### src/rtl/lamp_seq_pkg.sv
// Shared types and helpers for the turn lamp sequencer.
//   state_t : sequencer FSM states
//   therm() : thermometer code with the lowest `step` bits set, limited to `lamps`
package lamp_seq_pkg;

  // Widest lamp bank therm() can describe; callers cast the result down to LAMPS.
  localparam int MAX_LAMPS = 32;

  typedef enum logic [2:0] {
    IDLE,
    LEFT,
    RIGHT,
    HAZ_ON,
    HAZ_OFF
  } state_t;

  function automatic logic [MAX_LAMPS-1:0] therm(input int step, input int lamps);
    logic [MAX_LAMPS-1:0] t;
    t = '0;
    for (int i = 0; i < MAX_LAMPS; i++)
      t[i] = (i < lamps) && (i < step);
    return t;
  endfunction

endpackage

### src/rtl/turn_lamp_sequencer_tick_prescaler.sv
// Animation-rate prescaler.
//   clk  : clock
//   rst  : synchronous active-high reset
//   clr  : restart the count (state change in the parent)
//   en   : count enable; count is held at 0 while low
//   tick : one-cycle pulse every TICK_DIV enabled clocks
module tick_prescaler #(
  parameter int TICK_DIV = 4
) (
  input  logic clk,
  input  logic rst,
  input  logic clr,
  input  logic en,
  output logic tick
);

  localparam int CW = (TICK_DIV > 1) ? $clog2(TICK_DIV) : 1;
  localparam logic [CW-1:0] LAST = CW'(TICK_DIV - 1);

  logic [CW-1:0] cnt;

  // Combinational off the registered count; with TICK_DIV=1 this is just en.
  assign tick = en && (cnt == LAST);

  always_ff @(posedge clk) begin
    if (rst || clr || !en || tick) cnt <= '0;
    else                           cnt <= cnt + CW'(1);
  end

endmodule

### src/rtl/turn_lamp_sequencer.sv
// Turn / hazard / brake lamp sequencer with LAMPS lamps per side.
//   clk, rst          : clock, synchronous active-high reset
//   lt, rt, haz, brk  : level requests (lt&&rt counts as hazard)
//   li, ri            : left / right lamps, bit 0 innermost, registered
//   active            : registered, high whenever the FSM is not IDLE
module turn_lamp_sequencer
  import lamp_seq_pkg::*;
#(
  parameter int LAMPS    = 3,
  parameter int TICK_DIV = 4
) (
  input  logic             clk,
  input  logic             rst,
  input  logic             lt,
  input  logic             rt,
  input  logic             haz,
  input  logic             brk,
  output logic [LAMPS-1:0] li,
  output logic [LAMPS-1:0] ri,
  output logic             active
);

  localparam int SW = $clog2(LAMPS + 1);
  localparam logic [SW-1:0] LAST = SW'(LAMPS);
  localparam logic [LAMPS-1:0] ALL = '1;

  state_t           state, state_nxt;
  logic [SW-1:0]    step, step_nxt;
  logic             tick, hz, own, pre_clr;
  logic [LAMPS-1:0] th, li_nxt, ri_nxt;

  assign hz      = haz | (lt & rt);
  assign own     = (state == LEFT) ? lt : rt;
  assign pre_clr = (state_nxt != state);

  tick_prescaler #(.TICK_DIV(TICK_DIV)) u_pre (
    .clk  (clk),
    .rst  (rst),
    .clr  (pre_clr),
    .en   (state != IDLE),
    .tick (tick)
  );

  always_ff @(posedge clk) begin
    if (rst) begin
      state <= IDLE;
      step  <= '0;
    end else begin
      state <= state_nxt;
      step  <= step_nxt;
    end
  end

  always_comb begin
    state_nxt = state;
    step_nxt  = step;
    case (state)
      IDLE: begin
        if (hz) begin
          state_nxt = HAZ_ON;
        end else if (lt) begin
          state_nxt = LEFT;
          step_nxt  = SW'(1);
        end else if (rt) begin
          state_nxt = RIGHT;
          step_nxt  = SW'(1);
        end
      end
      LEFT, RIGHT: begin
        // Hazard preempts immediately, even mid-step.
        if (hz) begin
          state_nxt = HAZ_ON;
          step_nxt  = '0;
        end else if (tick) begin
          if (step == '0) begin
            if (own) step_nxt  = SW'(1);
            else     state_nxt = IDLE;
          end else if (step == LAST) begin
            step_nxt = '0;
          end else begin
            step_nxt = step + SW'(1);
          end
        end
      end
      HAZ_ON: begin
        if (tick) state_nxt = HAZ_OFF;
      end
      HAZ_OFF: begin
        // Only the dark phase may exit, so it always completes.
        if (tick) state_nxt = hz ? HAZ_ON : IDLE;
      end
      default: begin
        state_nxt = IDLE;
        step_nxt  = '0;
      end
    endcase
  end

  // Outputs are decoded from the next state and registered, so every input
  // sampled on an edge shows up on the lamps right after that edge.
  always_comb begin
    th     = LAMPS'(therm(int'(step_nxt), LAMPS));
    li_nxt = '0;
    ri_nxt = '0;
    case (state_nxt)
      IDLE: begin
        if (brk) begin
          li_nxt = ALL;
          ri_nxt = ALL;
        end
      end
      LEFT: begin
        li_nxt = th;
        ri_nxt = brk ? ALL : '0;
      end
      RIGHT: begin
        ri_nxt = th;
        li_nxt = brk ? ALL : '0;
      end
      HAZ_ON: begin
        li_nxt = ALL;
        ri_nxt = ALL;
      end
      default: ;
    endcase
  end

  always_ff @(posedge clk) begin
    if (rst) begin
      li     <= '0;
      ri     <= '0;
      active <= 1'b0;
    end else begin
      li     <= li_nxt;
      ri     <= ri_nxt;
      active <= (state_nxt != IDLE);
    end
  end

endmodule

### config.mk
export PLATFORM = sky130hd
export DESIGN_NAME = turn_lamp_sequencer
export DESIGN_NICKNAME = d
export VERILOG_FILES = /design/src/rtl/lamp_seq_pkg.sv /design/src/rtl/turn_lamp_sequencer_tick_prescaler.sv /design/src/rtl/turn_lamp_sequencer.sv
export SDC_FILE = /design/constraint.sdc
export NUM_CORES = 1
export LEC_CHECK = 0
export BUFFER_PORTS_ARGS = -buffer_cell sky130_fd_sc_hd__buf_2
export CORE_MARGIN = 1
export CORE_UTILIZATION = 54
export DETAILED_ROUTE_END_ITERATION = 16
export PLACE_DENSITY = 0.76
export RECOVER_POWER = 50
export SLEW_MARGIN = 20
export SYNTH_ARGS = -nofsm -noshare
export SYNTH_HDL_FRONTEND = slang
export SYNTH_SLANG_ARGS = --single-unit
### constraint.sdc
create_clock -name clk -period 2.2 [get_ports clk]
set_input_delay 0.33 -clock clk [delete_from_list [all_inputs] [get_ports clk]]
set_output_delay 0.33 -clock clk [all_outputs]
set_load 0.05 [all_outputs]
==> summary.txt <==
Cells and area
  – Area grow syn2layout: 5.74%
  – N_diodes: 0
  – Commonest non-fill, non-tap cell in the layout: nor2_1
  – Non-Filler Instances: 123
  – Layout Utilization: 61.2%
  – Post-route design area: 922 um2
  – Commonest cells after routing, fill and taps aside: nor2_1 (15), dfxtp_1 (14), clkbuf_1 (7)
  – Final #Nets: 118
  – Layout cell share with drive strength beyond 1: 21.5%

Placement
  – Placed cells: 120
  – I/O Buffers: 12
  – HPWL after DPL: 1.31 mm
  – Post-Place Worst Slack: 0.269 ns
  – Final Wtd Congestion: 0.874
  – Placement Cell Area: 916 um2

Logic synthesis
  – #FFs+latches synth: 14
  – Sequential area share after synthesis: 32.1%
  – Synthesis Warnings: 0
  – Avg Cell Area, Syn: 8.99 um2
  – Post-synth EDFFs: 0
  – Simple-gate portion of the synthesized area: 21.1%
  – Mux contribution to synthesized area: 0%
  – Mapped Area: 872 um2
  – Post-Synthesis Cells: 97
  – Largest family of logic cells by synthesized area: compound AO/OA/AOI/OAI gates
  – Synth unique cells: 43
  – Top FF cell, synth: dfxtp_1
  – Syn nets: 106
  – Post-synth top area cell: dfxtp_1
  – Synth top area share: 32.1%
  – Post-Synth XOR/XNOR Area: 2.87%
  – Synth async-reset ratio: 0%
  – Synth top area cells: dfxtp_1 (32%), nor2_1 (6.5%), ha_1 (4.3%)
  – Adder-Cell Fraction of Synth Area: 4.30%
  – Synth Area in Compound Gates: 32.0%

STA
  – Fin crit period: 1.94 ns
  – Worst slew pin tran: 0.603 ns
  – Final Hold Fails: 0
  – Setup TNS: 0 ns
  – Final WS setup: 0.256 ns
  – FMAX: 514 MHz
  – Final Max Slew Viols: 0
  – Hold Slack: 0.321 ns
  – Worst Skew: 0.00236 ns
  – Slew headroom: 60.0%
  – RSZ-0062 raised after global routing: no
  – Tcrit/Tclk final: 88.4%
  – Final setup violation count: 0

Global route
  – Antenna violations before repair: 0
  – Total grt overflow: 0
  – First-pass GRT wire length: 2.97 mm
  – Largest net degree at the start of global routing: 16
  – Number of global-route vias before repair: 667
  – All-Layer GR Usage: 22.6%

Critical path
  – Type of element capturing the critical path: flop
  – Crit path kind: reg -> reg
  – Reg-to-reg critical path startpoint: state[2]$_SDFF_PP0_
  – Register-to-Register Path Depth: 5
  – R2R Setup Slk: 0.26 ns
  – Critical path peak fanout: 14
  – CP startpoint: state[2]$_SDFF_PP0_
  – Critical Path End: ri[0]$_SDFF_PP0_
  – CP arrival: 2.11 ns
  – Worst EP required: 2.36 ns
  – Startpoint Class: flop
  – R2R Path End: ri[0]$_SDFF_PP0_

Clock tree
  – Clock sink count: 14
  – Hold-fix buffers at CTS: 0
  – Setup bufs post-CTS: 0
  – Cts bufs inserted: 3
  – Clk buf depth: 2
  – Clk Latency, worst-skew pair: 0.28 ns
  – CTS tree: built
  – CTS root buf: clkbuf_4
  – Cts repair resizes: 0
  – Htree depth: 1
  – Worst-path clk slew: 0.08 ns

Power and ir drop
  – Sw Pwr: 254 uW
  – Pwr Total: 674 uW
  – Clock power frac: 20.8%
  – Max VDD drop: 0.574 mV
  – Internal power: 420 uW
  – Lkg Pwr: 0.356 nW
  – Combinational share of power: 34.3%
  – Sw Share: 37.7%
  – Sequential Power Share: 45.0%
  – P per Cell Area: 731 nW/um2

Die
  – Die ar.: 1780 um2
  – Die Span Y: 42.2 um
  – Num rows: 14
  – Ports: 13
  – DIE WIDTH: 42.2 um
  – Initial core utilization: 57.9%
  – Core area: 1510 um2

Outcome
  – Status: completed

Route
  – Drt total wl: 1.72 mm
  – DR iter-0 viols: 16
  – DRC: 0
  – Avg Vias per Cell: 5.95
  – Vias: 732
  – Final ANT Viol Nets: 0
  – DRT Pass-1 Iters: 4
  – DR WL/cell: 14.0 um

Flow run
  – Max_cap viols: 0

Min path
  – HP Class: in -> reg
## cells by family (layout without fill, tap and decap cells)
| family | Yosys count | in the layout |
|---|---|---|
| AO/OA/AOI/OAI | 33 | 33 |
| XOR/XNOR | 2 | 2 |
| adder cells (fa/ha/maj) | 3 | 3 |
| buffers and inverters | 12 | 22 |
| flip-flops | 14 | 14 |
| AND/OR/NAND/NOR | 33 | 33 |
## worst max-delay path: stages, from the launching register on
cell and delay, ns:
dfxtp_1 0.59, and2b_1 0.30, o21bai_1 0.18, a221oi_2 0.43, and2_4 0.23, a31oi_1 0.08
## Yosys cell counts (all sizes together) (3+ instances only)
cell type and n:
a21oi 6, nand2 4, buf 4, inv 6, ha 3, a31oi 5, o22ai 3, o21bai 3
nor2 16, dfxtp 14
## registers in the layout, indices dropped and copies added (netlist names)
name,count
active,1
li,3
state,3
step,2
u_pre.cnt,2
ri,3
## how the worst min path moves through the flow
stage	slack (ns)	endpoint	cells after the start	startpoint
5_1_grt	0.33	state[2]$_SDFF_PP0_	2	rst
6_report	0.32	step[1]$_SDFF_PP0_	2	rst
2_1_floorplan	0.40	u_pre.cnt[0]$_SDFF_PP0_	1	u_pre.cnt[0]$_SDFF_PP0_
3_5_place_dp	0.42	u_pre.cnt[0]$_SDFF_PP0_	1	u_pre.cnt[0]$_SDFF_PP0_
3_3_place_gp	0.41	u_pre.cnt[0]$_SDFF_PP0_	1	u_pre.cnt[0]$_SDFF_PP0_
4_1_cts	0.31	state[1]$_SDFF_PP0_	2	rst
## power groups by stage
stage	Clock (mW)	Combinational [mW]	Sequential, mW
after floorplan	0	0.140	0.364
after global placement	0	0.235	0.307
after detailed placement	0	0.237	0.308
after CTS	0.143	0.239	0.302
after global routing	0.156	0.248	0.308
final	0.140	0.231	0.303
## metal layers
layer	wire, um	GRT usage (%)	vias to the layer above
met1	840	30.4	336
met2	789	33.8	11
li1	-	-	380
met3	40	2.59	5
met4	50	15.0	0
met5	0	0	-
## final cells by class
class	instances	area (um2)
sequential	14	280
multi-input combinational	71	518
tap	16	20.0
clock buffer	3	22.5
fill	133	584
inverter	6	22.5
timing repair buffer	13	58.8
Power figures use the tool's default switching activity.
